**config.mk**
```make
export PLATFORM = sky130hd
export DESIGN_NAME = branch_redirect_ctrl
export DESIGN_NICKNAME = d
export VERILOG_FILES = /design/src/rtl/branch_redirect_ctrl_pkg.sv /design/src/rtl/branch_redirect_ctrl_sat_counter.sv /design/src/rtl/branch_redirect_ctrl.sv
export SDC_FILE = /design/constraint.sdc
export NUM_CORES = 1
export LEC_CHECK = 0
export BUFFER_PORTS_ARGS = -buffer_cell sky130_fd_sc_hd__buf_2
export CAP_MARGIN = 20
export CORE_AREA = 4 4 111 81
export CTS_CLUSTER_SIZE = 30
export DETAILED_ROUTE_END_ITERATION = 12
export DIE_AREA = 0 0 115 85
export MAX_ROUTING_LAYER = met4
export SYNTH_ARGS = -nofsm -noshare
export SYNTH_HDL_FRONTEND = slang
export SYNTH_SLANG_ARGS = --single-unit
```
**constraint.sdc**
```tcl
create_clock -name clk -period 2.3 [get_ports clk]
set_clock_uncertainty 0.05 [all_clocks]
set_input_delay 0.23 -clock clk [delete_from_list [all_inputs] [get_ports clk]]
set_output_delay 0.23 -clock clk [all_outputs]
set_load 0.05 [all_outputs]
```
**src/rtl/branch_redirect_ctrl_pkg.sv**
```systemverilog
// branch_redirect_ctrl_pkg: shared widths and recovery FSM state encoding
package branch_redirect_ctrl_pkg;
    localparam int DATA_WIDTH = 32;
    localparam int DRAIN_W = 3;
    typedef enum logic [1:0] {
        IDLE     = 2'b00,
        REDIRECT = 2'b01,
        DRAIN    = 2'b10
    } state_t;
endpackage

```
**src/rtl/branch_redirect_ctrl_sat_counter.sv**
```systemverilog
// sat_counter: event counter that sticks at all-ones instead of wrapping
module sat_counter #(
    parameter int WIDTH = 16
) (
    input  logic             clk,
    input  logic             rst_n,
    input  logic             inc,
    output logic [WIDTH-1:0] count
);
    always_ff @(posedge clk or negedge rst_n)
        if (!rst_n) count <= '0;
        else if (inc && !(&count)) count <= count + 1'b1;
endmodule

```
**src/rtl/branch_redirect_ctrl.sv**
```systemverilog
// branch_redirect_ctrl: flush, redirect handshake and stale-fetch drain after an EX mispredict
module branch_redirect_ctrl
    import branch_redirect_ctrl_pkg::*;
#(
    parameter int ADDR_WIDTH = DATA_WIDTH,
    parameter int FETCH_LAT  = 1,
    parameter int CNT_WIDTH  = 16
) (
    input  logic                  clk,
    input  logic                  rst_n,
    input  logic                  ex_valid,
    input  logic                  ex_stall,
    input  logic                  ex_taken,
    input  logic                  ex_pred_taken,
    input  logic [ADDR_WIDTH-1:0] ex_target,
    input  logic [ADDR_WIDTH-1:0] ex_pc_plus4,
    output logic                  redirect_valid,
    output logic [ADDR_WIDTH-1:0] redirect_pc,
    input  logic                  redirect_ready,
    output logic                  flush_if_id,
    output logic                  flush_id_ex,
    output logic                  hold_pipe,
    output logic [CNT_WIDTH-1:0]  mispredict_cnt
);
    state_t             state, state_nx;
    logic [DRAIN_W-1:0] drain, drain_nx;
    logic               mis, accept;

    assign mis            = ex_valid & ~ex_stall & (ex_taken != ex_pred_taken);
    assign accept         = redirect_valid & redirect_ready;
    assign redirect_valid = state == REDIRECT;
    assign hold_pipe      = state == REDIRECT;
    assign flush_id_ex    = (state == IDLE && mis) || state == REDIRECT;
    assign flush_if_id    = flush_id_ex || state == DRAIN;

    // mis outside IDLE cannot happen (EX is flushed), so only IDLE looks at it
    always_comb begin
        state_nx = state;
        drain_nx = drain;
        case (state)
            IDLE:     state_nx = mis ? REDIRECT : IDLE;
            REDIRECT: if (accept) begin
                state_nx = (FETCH_LAT == 0) ? IDLE : DRAIN;
                drain_nx = DRAIN_W'(FETCH_LAT);
            end
            DRAIN: begin
                drain_nx = drain - 1'b1;
                state_nx = (drain == DRAIN_W'(1)) ? IDLE : DRAIN;
            end
            default:  state_nx = IDLE;
        endcase
    end

    always_ff @(posedge clk or negedge rst_n)
        if (!rst_n) begin
            state       <= IDLE;
            drain       <= '0;
            redirect_pc <= '0;
        end else begin
            state <= state_nx;
            drain <= drain_nx;
            if (state == IDLE && mis) redirect_pc <= ex_taken ? ex_target : ex_pc_plus4;
        end

    sat_counter #(.WIDTH(CNT_WIDTH)) u_cnt (
        .clk   (clk),
        .rst_n (rst_n),
        .inc   (accept),
        .count (mispredict_cnt)
    );
endmodule

```
==> results.yml, run 1 <==
timing:
  finalHoldViolCount: 0
  slew_headroom_pct: 54.2
  slew_viol_final: 0
  setup_tns_ns: 0
  worstMarginPinSlew_ns: 0.687
  setup_ws_ns: 0.173
  period_share_pct: 92.5
  setup_viol: 0
  period_minus_slack_ns: 2.13
  max_freq_ghz: 0.470
  rsz0062_at_grt: "no"
  holdWs_ns: 0.159
global_routing:
  grt_remaining_overflow: 0
  grt_max_degree: 49
  grtUsageTotal_pct: 13.5
  grt_pass1_wl_um: 10500
  antenna_found_initial: 0
  first_global_vias: 2128
yosys:
  yosysSeqAreaShare_pct: 51.9
  synth_most_common_cell: "dfrtp_1"
  yosysUniqueCellTypes: 34
  async_reset_ff_share_pct: 100
  synth_edf_count: 0
  synthCells: 245
  synthDominantCellAreaShare_pct: 51.9
  ys_top_cells_by_area: "dfrtp_1 52%, mux2i_1 13%, o21ai_0 6.5%"
  yosys_warnings: 0
  synth_top_flop_cell: "dfrtp_1"
  synth_nets: 319
  syn_area_mm2: 0.00256
  syn_area_per_cell_um2: 10.4
  synth_common_cells: "53 x dfrtp_1, 43 x nand2_1, 33 x mux2i_1, 33 x o21ai_0, 13 x xor2_1"
  ys_ff_latch: 53
  synth_area_leader_cell: "dfrtp_1"
routing:
  drtPass1Iterations: 4
  wl_um: 6370
  viasPerCell: 4.61
  wire_per_inst_um: 13.6
  drtIter0Drc: 81
  drc: 0
  routed-via-count: 2154
  ant_nets: 0
final_layout:
  syn2layout_area_growth_pct: 34.4
  antenna_cells: 0
  nFillCells: 787
  nets: 440
  post_layout_nonfiller_instances: 467
  utilization_pct: 43.8
  layout-drive-gt1-share_pct: 38.0
setup_path:
  crit-reg2reg-launch: "u_cnt.count[0]"
  end_kind: "output port"
  path_max_fanout: 20
  path_cells: "nor4b_1, nand2_2, nand3_1, buf_2"
  cp.arrival_ns: 1.85
  worstRegToRegCells: 4
  worst-setup-path-type: "register to output port"
  r2r_slack_ns: 0.28
  cpMaxStageDelayCell: "dfrtp_1"
  required_ns: 2.02
  r2r_end: "u_cnt.count[1]"
  max_stage_delay_ns: 0.46
  worstSetupStartpointType: "register"
die:
  ios: 123
  num_rows: 27
  die_h_um: 85
  start_util_pct: 32.6
  die_w_um: 115
  design.core.area_mm2: 0.00784
  die_area_mm2: 0.00978
worst_hold_path:
  hp-class: "primary input to register"
  whs_path_depth: 2
  worstHoldStart: "redirect_ready"
  holdPathEnd: "state[0]"
pwr:
  irDropWorstVdd_uv: 534
  leakage_nw: 1.90
  p_per_area_mw_per_mm2: 1310
placed_design:
  place_congestion: 0.808
  place_inst: 459
  dp_slack_ns: 0.315
  dp_hpwl_um: 5090
  io_buffers: 122
status:
  status: "finished clean"
clock_tree:
  clock_path_buffers: 2
  clock-sinks: 53
  cts_tree: "done"
  clk-insertion-delay-late_ns: 0.28
  path_clk_slew_ns: 0.07
  ctsHtreeMaxLevel: 2
  cts_setup_buffers: 0
  clockRootBuffer: "clkbuf_16"
  cts_buffers: 5
flow_run:
  drv_cap: 0
worst max-delay path by stage:
stage,start,endpoint,cells past startpoint
after global placement,u_cnt.count[14],u_cnt.count[14],4
after CTS,state[1],flush_if_id,4
after floorplan,u_cnt.count[0],u_cnt.count[1],4
after global routing,state[1],flush_if_id,4
final,state[1],flush_if_id,4
after detailed placement,u_cnt.count[0],u_cnt.count[1],4
per-layer routing:
layer  GRT usage, %  part of all wire (%)
met5              -                     0
met4           3.09                  0.82
met3           2.49                   6.1
met2           21.1                    46
met1           18.2                    47
critical path: cells and delay by family (launching register included):
kind | cells | cell delay, ns
simple gates | 3 | 0.84
flops | 1 | 0.46
buf+inv | 1 | 0.27
state kept, by name (all words and copies together) (netlist names):
name and flops:
redirect_pc 32, u_cnt.count 16, state 2, drain 3
report_power, final:
group          switching, mW  internal, mW  leakage [nW]
registers              0.229          1.27         0.678
logic                   1.67         0.509          1.15
clock network          0.310         0.505        0.0797
final cells by class:
type                       instances  area, um2  area share, %
tap                              101        126           3.68
clock inverter                     2       35.0           1.02
clock buffer                       5        125           3.64
multi-input combinational        173       1150           33.5
timing repair buffer             127        651           18.9
inverter                           6       22.5          0.655
sequential                        53       1330           38.6
what timing repair did:
action,CTS,global route
hold endpoints to repair,29,0
resized for setup,0,0
hold buffers,1,0
cell families (layout without fill, tap and decap cells):
kind of cell | after synthesis | count (layout) | synth area share [%]
simple gates | 78 | 78 | 14.7
fa+ha+maj | 3 | 3 | 1.47
xor+xnor | 15 | 15 | 5.14
compound gates | 43 | 43 | 10.0
mux | 34 | 34 | 13.5
flops | 53 | 53 | 51.9
buf+inv | 19 | 140 | 3.23
layout by cell type, fill, tap and decap left out, types with 2 or more instances in the layout:
cell,n
xnor2_1,2
inv_1,6
nor2_1,8
xor2_1,13
mux2i_1,33
buf_4,4
o21ai_0,33
a21oi_1,3
clkbuf_16,5
nor3_1,6
nand2_1,42
dfrtp_1,53
ha_1,3
nor2b_1,2
and3_1,2
buf_2,122
nand4_1,5
nand3_1,4
per-stage QoR:
| step | area (um2) | power, mW |
|---|---|---|
| global placement | 3270 | 3.69 |
| floorplan | 2560 | 3.15 |
| detailed placement | 3270 | 3.73 |
| CTS | 3440 | 4.56 |
| global route | 3440 | 4.77 |
| finish | 3440 | 4.50 |
(Power assumes the default switching activity.)
==> run 2, diff against run 1 <==
--- a/config.mk
+++ b/config.mk
@@ -14,2 +14,3 @@
 export MAX_ROUTING_LAYER = met4
+export REMOVE_ABC_BUFFERS = 1
 export SYNTH_ARGS = -nofsm -noshare
==> constraint.sdc (replaced) <==
create_clock -name clk -period 2.3 [get_ports clk]
set_clock_uncertainty 0.05 [all_clocks]
set_input_delay 0.575 -clock clk [delete_from_list [all_inputs] [get_ports clk]]
set_output_delay 0.575 -clock clk [all_outputs]
set_load 0.05 [all_outputs]
==> run 2 against run 1 <==
Net effect:
- sequential share of layout area is 0.25 points higher
- register-to-register slack better by 0.12 ns
- first-iteration DRC count is 3.7% lower
- maximum frequency is 1.2% lower
- total power is 2.4% lower
- hold slack better by 0.080 ns
- worst setup slack worse by 0.026 ns
- final area is 0.66% lower
- non-clock buffer count is 2 lower
- sequential cell count stayed put
- utilization is 0.29 points lower
- critical endpoint unchanged
==> results.yml, run 2 (same netlist as run 1, synthesis figures left out) <==
timing:
  period_share_pct: 93.6
  slew_headroom_pct: 53.9
  holdWs_ns: 0.239
  setup_ws_ns: 0.147
  worstMarginPinSlew_ns: 0.683
  finalHoldViolCount: 0
  period_minus_slack_ns: 2.15
  rsz0062_at_grt: "no"
  slew_viol_final: 0
  max_freq_ghz: 0.464
  setup_viol: 0
setup_path:
  r2r_slack_ns: 0.40
  end_kind: "output port"
  worstRegToRegCells: 4
  cp.arrival_ns: 1.53
  worstSetupStartpointType: "register"
  worst-setup-path-type: "register to output port"
  path_max_fanout: 9
  required_ns: 1.67
global_routing:
  grtUsageTotal_pct: 12.9
  antenna_found_initial: 0
  grt_remaining_overflow: 0
  grt_max_degree: 65
  first_global_vias: 2020
  grt_pass1_wl_um: 9920
clock_tree:
  clk-insertion-delay-late_ns: 0.28
  clockRootBuffer: "clkbuf_16"
  clock-sinks: 53
  ctsHtreeMaxLevel: 2
  clock_path_buffers: 2
  cts_setup_buffers: 0
  cts_buffers: 5
  cts_tree: "done"
  path_clk_slew_ns: 0.06
die:
  start_util_pct: 32.6
  ios: 123
  die_area_mm2: 0.00978
  num_rows: 27
  design.core.area_mm2: 0.00784
  die_h_um: 85
  die_w_um: 115
placed_design:
  dp_slack_ns: 0.228
  io_buffers: 122
  dp_hpwl_um: 4800
  place_congestion: 0.716
  placed_cell_area_mm2: 0.00327
routing:
  viasPerCell: 4.58
  routed-via-count: 2134
  drtPass1Iterations: 4
  wl_um: 6140
  drc: 0
  wire_per_inst_um: 13.2
  drtIter0Drc: 78
  ant_nets: 0
final_layout:
  nets: 438
  layout-drive-gt1-share_pct: 37.5
  utilization_pct: 43.6
  antenna_cells: 0
  reg_top3: "redirect_pc x32, u_cnt.count x16, drain x3"
  design_area_mm2: 0.00341
  top_register: "redirect_pc"
  largest_register_ffs: 32
  layout_common_cells: "122 x buf_2, 53 x dfrtp_1, 42 x nand2_1"
  syn2layout_area_growth_pct: 33.5
  mostFrequentLayoutCell: "buf_2"
pwr:
  p_per_area_mw_per_mm2: 1290
  irDropWorstVdd_uv: 749
  total_power_mw: 4.39
  leakage_nw: 1.89
flow_run:
  drv_cap: 0
worst_hold_path:
  hp-class: "primary input to asynchronous set/reset pin"
status:
  status: "finished clean"
## run 2: changes by cell type in the layout (fill, tap and decap cells not counted)
cell | before | now
clkbuf_1 | 0 | 3
buf_4 | 4 | 2
buf_12 | 0 | 1
bufinv_16 | 1 | 0
clkinv_2 | 1 | 0
dlygate4sd3_1 | 1 | 0
nor4b_1 | 1 | 0
nor4b_2 | 0 | 1
## run 2: timing repair
action | 4_1_cts | 5_1_grt
resized for setup | 0 | 1
endpoints found under the setup margin | 0 | 2
hold buffers | 0 | 0
## run 2: final timing paths
kind                                 start               to
min in group clk           redirect_pc[26]  redirect_pc[26]
max reg2reg                u_cnt.count[12]  u_cnt.count[14]
max in group asynchronous            rst_n  redirect_pc[11]
min                                  rst_n  redirect_pc[29]
max                               state[1]      flush_if_id
min reg2reg                redirect_pc[26]  redirect_pc[26]
## run 2: power breakdown
part           total, mW  switching, mW  internal (mW)
sequential          1.50          0.228           1.27
combinational       2.17           1.66          0.511
clock              0.712          0.307          0.406
total               4.39           2.20           2.19
## run 2: cell type report
| type | count | area, um2 |
|---|---|---|
| well taps | 101 | 126 |
| flip-flops and latches | 53 | 1330 |
| inverters | 6 | 22.5 |
| repair buffers | 125 | 646 |
| clock buffers | 8 | 136 |
| fillers | 792 | 4420 |
| multi-input cells | 173 | 1160 |
## run 2: per-stage QoR
stage | std cells | TNS [ns]
final | 466 | 0
after detailed placement | 458 | 0
after floorplan | 232 | -1.25
after global routing | 466 | 0
after CTS | 466 | 0
after global placement | 458 | 0
## run 2: critical path, cell delays in order (launching register included)
cell     delay, ns
dfrtp_1       0.47
nor4b_2       0.33
nand2_2       0.11
nand3_1       0.09
buf_2         0.26
## run 2: layer usage
layer | global-route usage (%) | share of wire (%)
met1 | 18.0 | 48
met2 | 18.8 | 44
met3 | 2.78 | 7.4
met4 | 3.52 | 1.1
met5 | - | 0
==> run 3, diff against run 2 <==
Settings changed: BUFFER_PORTS_ARGS -buffer_cell sky130_fd_sc_hd__buf_2 to -buffer_cell sky130_fd_sc_hd__buf_4.
==> run 3 against run 2 <==
Net effect:
- maximum frequency decreased by 0.68%
- sequential power about the same
- wire length increased by 4.1%
- combinational power increased by 11%
- largest cell class unchanged
==> results.yml, run 3 (same netlist as run 1, synthesis figures left out) <==
setup_path:
  path_max_fanout: 9
  worst-setup-path-type: "register to output port"
  path_buf_inv: 1
  cp.arrival_ns: 1.54
  r2r_slack_ns: 0.31
  max_stage_delay_ns: 0.46
  worstSetupStartpointType: "register"
  crit-reg2reg-launch: "u_cnt.count[0]"
  path_depth: 4
  critPathTopFamily: "simple AND/OR/NAND/NOR gates"
  required_ns: 1.67
  end_kind: "output port"
  path_cells: "nor4b_1, nand2_2, nand3_1, buf_4"
  cpMaxStageDelayCell: "dfrtp_1"
  worstRegToRegCells: 4
  critPathLaunch: "state[1]"
final_layout:
  syn2layout_area_growth_pct: 45.9
  layout-drive-gt1-share_pct: 37.6
  seq_area_mm2: 0.00133
  nets: 437
  layout_common_cells: "124 x buf_4, 53 x dfrtp_1, 42 x nand2_1"
  reg_top3: "redirect_pc x32, u_cnt.count x16, drain x3"
  nFillCells: 751
  largest_register_ffs: 32
  antenna_cells: 0
  multi_input_area_mm2: 0.00115
  top_register: "redirect_pc"
  post_layout_nonfiller_instances: 465
  mostFrequentLayoutCell: "buf_4"
global_routing:
  grt_remaining_overflow: 0
  antenna_found_initial: 0
  grtUsageTotal_pct: 13.6
  grt_max_degree: 66
  grt_pass1_wl_um: 10500
  first_global_vias: 2121
placed_design:
  place_inst: 457
  io_buffers: 122
  dp_hpwl_um: 4960
  place_congestion: 0.755
timing:
  worstMarginPinSlew_ns: 0.669
  period_minus_slack_ns: 2.17
  rsz0062_at_grt: "no"
  setup_viol: 0
  max_freq_ghz: 0.461
  finalHoldViolCount: 0
  period_share_pct: 94.3
  slew_headroom_pct: 55.4
  slew_viol_final: 0
clock_tree:
  ctsHtreeMaxLevel: 2
  cts_buffers: 5
  cts_tree: "done"
  clock-sinks: 53
  clk-insertion-delay-late_ns: 0.28
  ctsResizeCount: 0
  clockRootBuffer: "clkbuf_16"
  cts_hold_buf: 0
  path_clk_slew_ns: 0.07
  cts_setup_buffers: 0
  clock_path_buffers: 2
pwr:
  p_per_area_mw_per_mm2: 1280
  pwr-share-comb_pct: 50.4
  p_clk_share_pct: 17.9
  power.switching_mw: 2.23
  total_power_mw: 4.78
  irDropWorstVdd_uv: 638
  leakage_nw: 1.97
  power_switching_share_pct: 46.6
  p_seq_share_pct: 31.7
  p_int_mw: 2.55
routing:
  drc: 0
  routed-via-count: 2142
  ant_nets: 0
  drtPass1Iterations: 4
  drtIter0Drc: 96
  wire_per_inst_um: 13.7
  viasPerCell: 4.61
  wl_um: 6390
worst_hold_path:
  hp-class: "primary input to asynchronous set/reset pin"
die:
  start_util_pct: 32.6
  die_h_um: 85
  ios: 123
  design.core.area_mm2: 0.00784
  die_w_um: 115
  die_area_mm2: 0.00978
  num_rows: 27
status:
  status: "finished clean"
flow_run:
  drv_cap: 0
-- run 3: cell count changes in the layout (fill, tap and decap cells not counted), sizes merged --
cell,change
clkbuf,-1
buf,-1
bufinv,+1
-- run 3: worst paths after layout --
kind / endpoint
max in group asynchronous: redirect_pc[0]
hold / removal: redirect_pc[16]
hold reg to reg: redirect_pc[13]
min in group clk: redirect_pc[13]
setup reg to reg: u_cnt.count[1]
setup / recovery: flush_if_id
-- run 3: area by class of cell --
type,count,share of cell area (%)
Multi-Input combinational cell,173,30.8
Clock buffer,7,3.83
Tap cell,101,3.39
Sequential cell,53,35.6
Timing Repair Buffer,124,25.0
Inverter,6,0.604
Clock inverter,1,0.805
-- run 3: per-stage QoR --
step                      worst slack (ns)  cell area (um2)  setup TNS [ns]  utilization [%]  hold slack, ns
final                                0.132             3730               0             47.6           0.269
after floorplan                     -0.665             2500           -1.25                -           0.229
after global routing                0.0305             3730               0             47.6           0.334
after global placement               0.309             3560               0             45.4           0.413
after detailed placement             0.264             3560               0             45.4           0.421
after CTS                            0.101             3730               0             47.6           0.307
-- run 3: layer usage --
layer	share of wire, %	track usage (%)	routed length [um]
met5	0	-	0
met1	48	19.7	3090
met3	7.7	3.14	494
met2	43	19.3	2750
met4	0.94	3.41	60
-- run 3: worst reg2reg max path: cells and delay by family (launching register included) --
family | cells | cell delay [ns]
DFF | 1 | 0.46
and+or+nand+nor | 1 | 0.20
muxes | 1 | 0.34
AOI/OAI and AO/OA | 1 | 0.55
adders and majority gates | 1 | 0.28
-- run 3: power by group through the flow --
stage                     Sequential [mW]  Combinational, mW  Clock, mW
final                                1.52               2.41      0.855
after CTS                            1.52               2.44      0.888
after global routing                 1.57               2.57      0.933
after global placement               1.51               2.43          0
after detailed placement             1.53               2.44          0
after floorplan                      2.59              0.524          0
